==> src/rtl/pipe_hazard_ctrl.sv <==
// pipe_hazard_ctrl: stall/squash control for the 5-stage RV32I pipeline.
// A per-register scoreboard of down-counters tracks how many more cycles a
// load result is unavailable. One interlock check therefore covers any DMEM
// load latency. A DMEM wait state freezes IF..MA and bubbles WB. A saturating
// counter accumulates the cycles in which any stage is held.
module pipe_hazard_ctrl #(
  parameter int NUM_REGS     = 32,
  parameter int LOAD_LATENCY = 1,
  parameter int CNT_W        = 32,
  localparam int AW = $clog2(NUM_REGS),
  localparam int LW = $clog2(LOAD_LATENCY + 1)
) (
  input  logic             clk,
  input  logic             rst_ni,
  input  logic             id_valid_i,
  input  logic [AW-1:0]    id_rs1_addr_i,
  input  logic [AW-1:0]    id_rs2_addr_i,
  input  logic             id_rs1_used_i,
  input  logic             id_rs2_used_i,
  input  logic [AW-1:0]    id_rd_addr_i,
  input  logic             id_rd_wr_en_i,
  input  logic             id_is_load_i,
  input  logic             id_jal_i,
  input  logic             ex_redirect_i,
  input  logic             dmem_req_i,
  input  logic             dmem_ack_i,
  output logic [4:0]       stall_o,
  output logic [4:0]       squash_o,
  output logic [CNT_W-1:0] stall_cycles_o
);

  // Stage bit positions in stall_o / squash_o.
  localparam int S_IF = 0;
  localparam int S_ID = 1;
  localparam int S_EX = 2;
  localparam int S_MA = 3;
  localparam int S_WB = 4;

  logic [NUM_REGS-1:0][LW-1:0] w_busy;
  logic                        w_mem_wait;
  logic                        w_rs1_busy;
  logic                        w_rs2_busy;
  logic                        w_load_use;
  logic                        w_issue;
  logic                        w_advance;
  logic                        w_rd_update;
  logic [LW-1:0]               w_rd_val;
  logic [CNT_W-1:0]            r_stall_cycles;

  // A DMEM access still outstanding holds everything up to MA.
  assign w_mem_wait = dmem_req_i && !dmem_ack_i;
  assign w_advance  = !w_mem_wait;

  // Interlock: a read source whose producing load has not yet delivered.
  assign w_rs1_busy = id_rs1_used_i && (w_busy[id_rs1_addr_i] != '0);
  assign w_rs2_busy = id_rs2_used_i && (w_busy[id_rs2_addr_i] != '0);
  assign w_load_use = id_valid_i && (w_rs1_busy || w_rs2_busy);

  // Priority: reset, mem wait, redirect, load-use, jal.
  always_comb begin
    stall_o  = '0;
    squash_o = '0;
    if (!rst_ni) begin
      squash_o = 5'b11111;
    end else if (w_mem_wait) begin
      stall_o[S_IF] = 1'b1;
      stall_o[S_ID] = 1'b1;
      stall_o[S_EX] = 1'b1;
      stall_o[S_MA] = 1'b1;
      squash_o[S_WB] = 1'b1;
    end else if (ex_redirect_i) begin
      // Wrong-path fetch and decode are dropped; this also cancels any
      // load-use stall, since the ID instruction will never issue.
      squash_o[S_IF] = 1'b1;
      squash_o[S_ID] = 1'b1;
    end else if (w_load_use) begin
      // Hold IF/ID and feed a bubble into EX; a pending JAL waits too.
      stall_o[S_IF]  = 1'b1;
      stall_o[S_ID]  = 1'b1;
      squash_o[S_EX] = 1'b1;
    end else if (id_jal_i) begin
      squash_o[S_IF] = 1'b1;
    end
  end

  // An instruction leaves ID only when it is neither held nor squashed.
  assign w_issue = id_valid_i && !stall_o[S_ID] && !squash_o[S_ID];

  // Loads arm the destination counter; other writers clear it so a newer
  // forwardable value is not blocked by an older in-flight load (WAW).
  assign w_rd_update = w_issue && (id_is_load_i || id_rd_wr_en_i);
  assign w_rd_val    = id_is_load_i ? LW'(LOAD_LATENCY) : '0;

  // Register 0 is hardwired and never busy.
  assign w_busy[0] = '0;

  for (genvar r = 1; r < NUM_REGS; r++) begin : g_sb
    logic          w_hit;
    logic [LW-1:0] r_cnt;

    assign w_hit = w_rd_update && (id_rd_addr_i == AW'(r));

    // Issue write wins over the per-cycle countdown; both freeze in mem wait.
    always_ff @(posedge clk or negedge rst_ni) begin
      if (!rst_ni) begin
        r_cnt <= '0;
      end else if (w_hit) begin
        r_cnt <= w_rd_val;
      end else if (w_advance && (r_cnt != '0)) begin
        r_cnt <= r_cnt - LW'(1);
      end
    end

    assign w_busy[r] = r_cnt;
  end

  // Count every cycle with any hold, sticking at all-ones.
  always_ff @(posedge clk or negedge rst_ni) begin
    if (!rst_ni) begin
      r_stall_cycles <= '0;
    end else if ((stall_o != '0) && (r_stall_cycles != '1)) begin
      r_stall_cycles <= r_stall_cycles + CNT_W'(1);
    end
  end

  assign stall_cycles_o = r_stall_cycles;

endmodule

==> config.mk <==
export PLATFORM = sky130hd
export DESIGN_NAME = pipe_hazard_ctrl
export DESIGN_NICKNAME = d
export VERILOG_FILES = /design/src/rtl/pipe_hazard_ctrl.sv
export SDC_FILE = /design/constraint.sdc
export NUM_CORES = 1
export LEC_CHECK = 0
export ABC_CLOCK_PERIOD_IN_PS = 4900
export BUFFER_PORTS_ARGS = -buffer_cell sky130_fd_sc_hd__buf_2
export CAP_MARGIN = 5
export CORE_ASPECT_RATIO = 0.75
export CORE_MARGIN = 2
export CORE_UTILIZATION = 50
export DETAILED_ROUTE_END_ITERATION = 10
export MAX_ROUTING_LAYER = met4
export PLACE_DENSITY_LB_ADDON = 0.05
export SLEW_MARGIN = 15
export SYNTH_ARGS = -nofsm -noshare
export SYNTH_HDL_FRONTEND = slang
export SYNTH_SLANG_ARGS = --single-unit
==> constraint.sdc <==
create_clock -name clk -period 4.9 [get_ports clk]
set_input_delay 0.49 -clock clk [delete_from_list [all_inputs] [get_ports clk]]
set_output_delay 0.49 -clock clk [all_outputs]
set_load 0.01 [all_outputs]
==> flow_metrics.tcl, run 1 <==
set metrics [dict create \
    status "finished, final reports clean" \
    cts_setup_buffers 0 \
    fin_crit_sh 0.6375 \
    io_buffer_count 65 \
    htree_levels 3 \
    cts_tree "yes" \
    worstSetupEndpointType "output pin" \
    drtIter0Drc 181 \
    io_pins 68 \
    crit_fanout 11 \
    post_route_cells_drive_above_1_share 0.2727 \
    cts-root-buf "clkbuf_8" \
    finalClockSkew_ns 0.01166 \
    area_growth_pct 15.04 \
    ys_seq_area_frac 0.4500 \
    initial_core_util 0.5153 \
    grt_max_degree 37 \
    dr_total_vias 2748 \
    postRouteAntennaNets 0 \
    diodes 0 \
    clock_latency_ns 0.34 \
    synth-edff-count 0 \
    synthTopCellsByArea "dfrtp_1 (45%), xnor2_1 (7.2%), mux4_1 (5.3%)" \
    antenna_found_initial 0 \
    syn_inst 323 \
    synth_top_area_cell "dfrtp_1" \
    fmax_mhz 320.1 \
    cts_hold_buf 0 \
    rsz0062_at_grt "false" \
    coreArea_sq_mm 0.006799 \
    routed_wl_mm 8.182 \
    start_kind "input port" \
    place.gp.congestion 0.8486 \
    relSlewSlack 0.5185 \
    clk_path_buf_depth 2 \
    post_drt_wl_per_cell_microns 17.45 \
    synth-async-reset-ratio 1.000 \
    path_class "input port to output pin" \
    synth_nets 350 \
    gr-total-overflow 0 \
    crit_required_ns 4.41 \
    yosysTopAreaCellShare 0.4500 \
    ys_warn_count 0 \
    slew_viol_final 0 \
    fp-row-count 26 \
    drc 0 \
    cts_made_buffers 9 \
    critPathArrivalTime_ns 2.63 \
    hold_violations 0 \
    final_nets 407 \
    yosys.cell_types.count 47 \
    viasPerCell 5.859 \
    grt_pass1_wl_mm 13.49 \
    holdWs_ns 0.2017 \
    power_leakage_nw 1.880 \
    cap_violations 0 \
    synth_ff_type "dfrtp_1" \
    ctsResizeCount 0 \
    syn_area_sq_mm 0.003503 \
    dieWidth_microns 100.7 \
    grt_use_total 0.2315 \
    tns_ns 0 \
    synth.avg_cell_area_sq_um 10.85 \
    peakVddDrop_uv 260.9 \
    cts_sinks 63 \
    grt_pass1_vias 2601 \
    die_y_microns 76.49 \
    ys_ff_latch 63 \
    dp_hpwl_mm 5.891 \
    drtPass1Iterations 4 \
    finalSetupViolations 0 \
    final.min_clock_period_ns 3.124 \
    clk_pin_slew_ns 0.08 \
    worst_pin_slew_ns 0.7223 \
    hold_class "input port to async pin" \
    powerDensity_mw_per_mm2 299.5 \
    die_area_sq_mm 0.007699 \
]
-- placed cells by master (no fill, tap or decap), drive strengths merged, types with 3 or more instances in the layout --
cell	n
nor3	5
nand4	17
nor2	12
clkinv	3
nor3b	6
nand2	34
and2	6
buf	68
xnor2	29
and3	9
clkbuf	11
a21oi	3
nand3b	4
dfrtp	63
nor2b	6
inv	3
nand3	19
o21ai	20
mux4	12
o211ai	3
or3	3
mux2	4
a22o	15
and4	4
mux2i	5
-- cells by family after synthesis --
logic type      after synthesis  share of synthesized area
flops                        63                     0.4500
buf+inv                      25                    0.04214
simple gates                134                     0.2179
other cells                   1                   0.001070
fa+ha+maj                     1                   0.003571
mux                          21                     0.1118
compound gates               47                    0.09608
xor+xnor                     31                    0.07750
-- power breakdown --
part / total (mW) / switching (mW) / internal, mW / leakage, nW
clock: 0.468 / 0.206 / 0.262 / 0.105
sequential: 0.568 / 0.0254 / 0.542 / 0.872
combinational: 0.171 / 0.105 / 0.0662 / 0.903
-- final timing paths --
path	cells past startpoint	start	end	slack, ns
worst min-delay path	1	rst_ni	stall_cycles_o[11]	0.20
worst max-delay path	9	id_rs1_addr_i[0]	squash_o[0]	1.78
worst min register to register	1	stall_cycles_o[22]	stall_cycles_o[22]	0.50
min in group clk	1	stall_cycles_o[22]	stall_cycles_o[22]	0.50
max in group asynchronous	2	rst_ni	stall_cycles_o[30]	3.78
worst max register to register	9	g_sb[5].r_cnt	stall_cycles_o[16]	2.01
-- registers in the layout, summed over array words and instances, names as in the netlist --
signal	count
g_sb.r_cnt	31
stall_cycles_o	32
-- synthesized netlist by cell type (all sizes together), types with 4 or more instances --
library cell  count
buf              12
xnor2            29
nor3b             6
a22o             15
nor3              5
mux2              4
mux2i             5
and2              6
o21ai            20
and4              4
and3              9
mux4             12
nand2            34
clkbuf           10
nor2b             6
nand4            17
dfrtp            63
nor2             12
nand3b            4
nand3            19
-- cell type report --
cell class              count  area [sq um]
clock buffers              11         151.4
repair buffers             68         347.8
multi-input cells         235          1782
fillers                   598          2769
flip-flops and latches     63          1577
well taps                  84         105.1
clock inverters             5         56.30
inverters                   3         11.26
-- metal layers --
layer,part of all wire,up-vias,global-route usage
li1,-,1298,-
met3,0.063,11,0.04679
met1,0.49,1332,0.3594
met4,0.014,0,0.06986
met5,0,-,-
met2,0.43,107,0.3027
-- worst max-delay path: stages --
cell and delay, ns:
buf_2 0.29, mux4_2 0.54, mux2_2 0.28, a21oi_1 0.14, a32oi_1 0.13, o21ai_2 0.32, a21oi_1 0.15, a21oi_1 0.13
buf_2 0.15
-- metrics by stage --
step	cells	setup slack (ns)	util	power, mW	area [sq um]
floorplan	323	2.070	-	0.6765	3503
global route	469	1.626	0.5927	1.267	4030
global placement	453	1.581	0.5622	0.7449	3822
finish	469	1.776	0.5927	1.207	4030
detailed placement	453	1.541	0.5622	0.7490	3822
CTS	469	1.771	0.5927	1.218	4030
Note: power is estimated with default switching activity, not from simulation.
==> run 2, diff against run 1 <==
- ABC_CLOCK_PERIOD_IN_PS: 4900 -> 2900
- clock period: 4.9 -> 2.9 ns (I/O delays scaled with it)
==> run 2 against run 1 <==
Global-route usage increased by 1.0 points; hold slack improved by 0.16 ns; flip-flop and latch count unchanged; first-iteration DRC count is 31% lower; routed wire length rose by 1.1%; count of clock-buffer cells in the layout rose by 1; largest cell class unchanged.
==> flow_metrics.tcl, run 2 (synthesized netlist as in run 1, its figures left out) <==
set metrics [dict create \
    start_kind "register" \
    worstSetupEndpointType "output pin" \
    die_area_sq_mm 0.007699 \
    io_buffer_count 65 \
    grt_pass1_vias 2639 \
    peakVddDrop_uv 363.8 \
    gr-total-overflow 0 \
    coreArea_sq_mm 0.006799 \
    cp-startpoint "g_sb[7].r_cnt" \
    worst_pin_slew_ns 0.6784 \
    pwr-share-clk 0.380 \
    final_nets 414 \
    pre_cts_ws_ns 0.1002 \
    combPwrFrac 0.149 \
    cap_violations 0 \
    critical_path_buf_inv_count 1 \
    path_class "register to output pin" \
    power_mw 2.035 \
    power_leakage_nw 1.910 \
    dp_hpwl_mm 6.046 \
    die_y_microns 76.49 \
    critPathArrivalTime_ns 2.48 \
    setup_ws_ns 0.1293 \
    finalSetupViolations 0 \
    status "finished, final reports clean" \
    grt_pass1_wl_mm 13.98 \
    final_cell_mix "buf_2 (65), dfrtp_1 (63), nand2_1 (34)" \
    place.gp.congestion 0.8761 \
    cts_sinks 63 \
    drc 0 \
    largest_register_ffs 32 \
    r2r_start "g_sb[7].r_cnt" \
    fin_crit_sh 0.9554 \
    tns_ns 0 \
    clk_pin_slew_ns 0.07 \
    initial_core_util 0.5153 \
    post_route_cells_drive_above_1_share 0.2864 \
    fin_area_sq_mm 0.004100 \
    area_growth_pct 17.04 \
    fmax_mhz 360.9 \
    antenna_found_initial 0 \
    drtPass1Iterations 4 \
    critical-path-max-stage-delay_ns 0.49 \
    grt_max_degree 56 \
    clock_latency_ns 0.35 \
    min_from "id_rd_addr_i[3]" \
    routed_wl_mm 8.272 \
    cp_top_family "simple AND/OR/NAND/NOR gates" \
    postLayoutCoreUtil 0.6031 \
    internal-power_mw 1.478 \
    slew_viol_final 0 \
    crit_fanout 4 \
    crit_required_ns 2.61 \
    postRouteAntennaNets 0 \
    cp_cell_sequence "mux4_2, or4b_1, o21ai_2, nor4b_2, o21ai_2, a21oi_2, a21oi_2, buf_2" \
    cts-root-buf "clkbuf_8" \
    diodes 0 \
    hold_violations 0 \
    netSwitchingFraction 0.2740 \
    cts_tree "yes" \
    clk_path_buf_depth 2 \
    finalClockSkew_ns 0.006283 \
    viasPerCell 5.815 \
    switchingPower_mw 0.5577 \
    hold_class "input port to register" \
    fp-row-count 26 \
    dr_total_vias 2762 \
    post_drt_wl_per_cell_microns 17.41 \
    htree_levels 3 \
    dpl-instance-area_sq_mm 0.003865 \
    io_pins 68 \
    final.min_clock_period_ns 2.771 \
    relSlewSlack 0.5477 \
    cp_slowest_cell "or4b_1" \
    drtIter0Drc 125 \
    seqPwrFrac 0.471 \
    layout_commonest_cell "buf_2" \
    cts_made_buffers 9 \
    dieWidth_microns 100.7 \
    powerDensity_mw_per_mm2 496.4 \
    rsz0062_at_grt "false" \
    grt_use_total 0.2417 \
]
## run 2: per-layer routing
metal | share of wire | GRT usage | vias to the layer above
met5 | 0 | - | -
met4 | 0.0094 | 0.06438 | 0
met3 | 0.064 | 0.07706 | 10
met2 | 0.44 | 0.3167 | 73
met1 | 0.49 | 0.3595 | 1367
li1 | - | - | 1312
## run 2: final timing paths
| kind | end | slack, ns | depth (start not counted) |
|---|---|---|---|
| worst min-delay path | g_sb[9].r_cnt | 0.37 | 3 |
| worst max-delay path | squash_o[0] | 0.13 | 8 |
| worst min register to register | stall_cycles_o[4] | 0.48 | 1 |
| min in group asynchronous | g_sb[12].r_cnt | 0.38 | 2 |
| worst max register to register | g_sb[13].r_cnt | 0.28 | 8 |
| max in group asynchronous | stall_cycles_o[19] | 1.52 | 3 |
## run 2: cell type report
type	instances	area, sq um
Clock buffer	12	155.1
Clock inverter	3	42.54
Fill cell	589	2699
Inverter	3	11.26
Multi-Input combinational cell	235	1794
Sequential cell	63	1577
Tap cell	84	105.1
Timing Repair Buffer	75	415.4
## run 2: power by group through the flow
stage               Sequential [mW]  Clock (mW)  Combinational (mW)
finish                        0.958       0.773               0.304
global route                  0.966       0.836               0.337
CTS                           0.959       0.793               0.302
detailed placement            0.975           0               0.299
global placement              0.973           0               0.297
floorplan                     0.989           0               0.154
## run 2: tightest hold or removal path, cell delays in order
cell and delay, ns:
buf_2 0.20, nand2_1 0.11, o21ai_0 0.07
## run 2: timing repair
item / CTS / global route
resized for setup: 0 / 3
hold endpoints to repair: 12 / 0
hold buffers: 1 / 0
buffers inserted: 0 / 2
setup endpoints to repair: 0 / 1
## run 2: through the flow
stage | hold slack [ns] | std cells
3_3_place_gp | 0.2203 | 457
5_1_grt | 0.3742 | 475
6_report | 0.3656 | 475
4_1_cts | 0.3369 | 473
3_5_place_dp | 0.2227 | 457
2_1_floorplan | -0.005591 | 323
==> run 3, diff against run 2 <==
- CORE_ASPECT_RATIO: 0.75 -> 2
==> run 3 against run 2 <==
Count of clock-buffer cells in the layout decreased by 1; maximum frequency increased by 1.8%; critical path depth unchanged; largest power group is now clock; die area is 0.44% higher; flip-flop and latch count unchanged; via count about the same; hold slack gained 0.011 ns.
==> flow_metrics.tcl, run 3 (synthesized netlist as in run 1, its figures left out) <==
set metrics [dict create \
    status "finished, final reports clean" \
    peakVddDrop_uv 483.8 \
    fmax_mhz 367.3 \
    antenna_found_initial 0 \
    coreArea_sq_mm 0.006887 \
    cp_cell_sequence "mux4_2, or4b_1, o21ai_2, nor4b_2, o21ai_2, a21oi_1, a21oi_1, buf_2" \
    drc 0 \
    gr-total-overflow 0 \
    grt_pass1_wl_mm 13.76 \
    hold_class "input port to async pin" \
    slew_viol_final 0 \
    grt_pass1_vias 2758 \
    powerDensity_mw_per_mm2 566.7 \
    start_kind "register" \
    drtPass1Iterations 5 \
    worst_pin_slew_ns 0.6953 \
    postRouteAntennaNets 0 \
    holdWs_ns 0.3764 \
    power_mw 2.405 \
    clock_latency_ns 0.33 \
    cp_slowest_cell "or4b_1" \
    clk_pin_slew_ns 0.05 \
    fin_crit_sh 0.9388 \
    routed_wl_mm 8.478 \
    relSlewSlack 0.5364 \
    critPathArrivalTime_ns 2.43 \
    tns_ns 0 \
    post_drt_wl_per_cell_microns 17.59 \
    cap_violations 0 \
    fillers 643 \
    critical_path_buf_inv_count 1 \
    largest_register_ffs 32 \
    cts_sinks 63 \
    grt_max_degree 56 \
    die_y_microns 122.4 \
    critical-path-max-stage-delay_ns 0.49 \
    diodes 0 \
    initial_core_util 0.5087 \
    rsz0062_at_grt "false" \
    path_class "register to output pin" \
    postLayoutCoreUtil 0.6161 \
    dr_total_vias 2764 \
    final_cells 482 \
    routed-wl-met2_mm 4.923 \
    die_area_sq_mm 0.007733 \
    htree_levels 3 \
    multi_input_area_sq_mm 0.001794 \
    dp_hpwl_mm 6.297 \
    cts_tree "yes" \
    crit_fanout 4 \
    io_buffer_count 65 \
    hold_violations 0 \
    wl_met3_microns 280 \
    drtIter0Drc 86 \
    dpl.cell_count 464 \
    final_cell_mix "buf_2 (65), dfrtp_1 (63), nand2_1 (34)" \
    layout_commonest_cell "buf_2" \
    finalSetupViolations 0 \
    grt_use_total 0.2417 \
    seq_area_sq_mm 0.001577 \
    dieWidth_microns 63.19 \
    final_nets 415 \
    cts_made_buffers 9 \
    worstSetupEndpointType "output pin" \
    met1Wirelength_mm 3.094 \
    final.min_clock_period_ns 2.723 \
    area_growth_pct 21.11 \
    finalClockSkew_ns 0.007408 \
    place.gp.congestion 0.8130 \
    crit_required_ns 2.61 \
    top_layer "met4" \
    io_pins 68 \
    post_route_cells_drive_above_1_share 0.2857 \
    clk_path_buf_depth 2 \
    viasPerCell 5.734 \
    fp-row-count 43 \
    cp_top_family "simple AND/OR/NAND/NOR gates" \
    power_leakage_nw 1.977 \
    cts-root-buf "clkbuf_16" \
]
run 3: changes by cell type in the layout (fill, tap and decap cells not counted), sizes merged:
cell	delta
buf	+1
clkinvlp	-1
clkinv	+1
clkbuf	-1
bufinv	+1
run 3: metal layers:
metal / vias to the layer above / GRT usage
met5: - / -
met4: 0 / 0.1073
met3: 13 / 0.03850
met2: 62 / 0.4481
met1: 1379 / 0.2480
li1: 1310 / -
run 3: report_power, final:
group	switching, mW	total (mW)	internal [mW]	leakage, nW
clock	0.367	1.13	0.767	0.155
sequential	0.0445	0.963	0.918	0.872
combinational	0.181	0.308	0.127	0.950
run 3: final cells by class:
class	instances	share of cell area
well taps	90	0.02654
multi-input cells	235	0.4229
flip-flops and latches	63	0.3716
repair buffers	76	0.1026
clock inverters	4	0.01651
clock buffers	11	0.05721
inverters	3	0.002654
run 3: final timing paths:
check / startpoint / endpoint / slack [ns] / depth (start not counted)
min: rst_ni / g_sb[9].r_cnt / 0.38 / 2
max reg2reg: g_sb[25].r_cnt / stall_cycles_o[1] / 0.31 / 9
min in group clk: id_rd_addr_i[3] / g_sb[11].r_cnt / 0.38 / 3
max: g_sb[7].r_cnt / squash_o[0] / 0.18 / 8
min reg2reg: stall_cycles_o[28] / stall_cycles_o[28] / 0.49 / 1
max in group asynchronous: rst_ni / stall_cycles_o[6] / 1.52 / 3
run 3: repair_timing:
action                                  CTS  global route
hold buffers                              1             0
endpoints found under the setup margin    0             3
buffers inserted                          0             2
hold endpoints to repair                  8             0
gates resized for setup                   0             2
run 3: per-stage QoR:
step           setup WS [ns]  area (sq um)
6_report              0.1774          4243
5_1_grt            0.0007703          4243
4_1_cts              0.02935          4215
3_5_place_dp         0.06779          3892
3_3_place_gp          0.1146          3892
2_1_floorplan         0.4641          3503
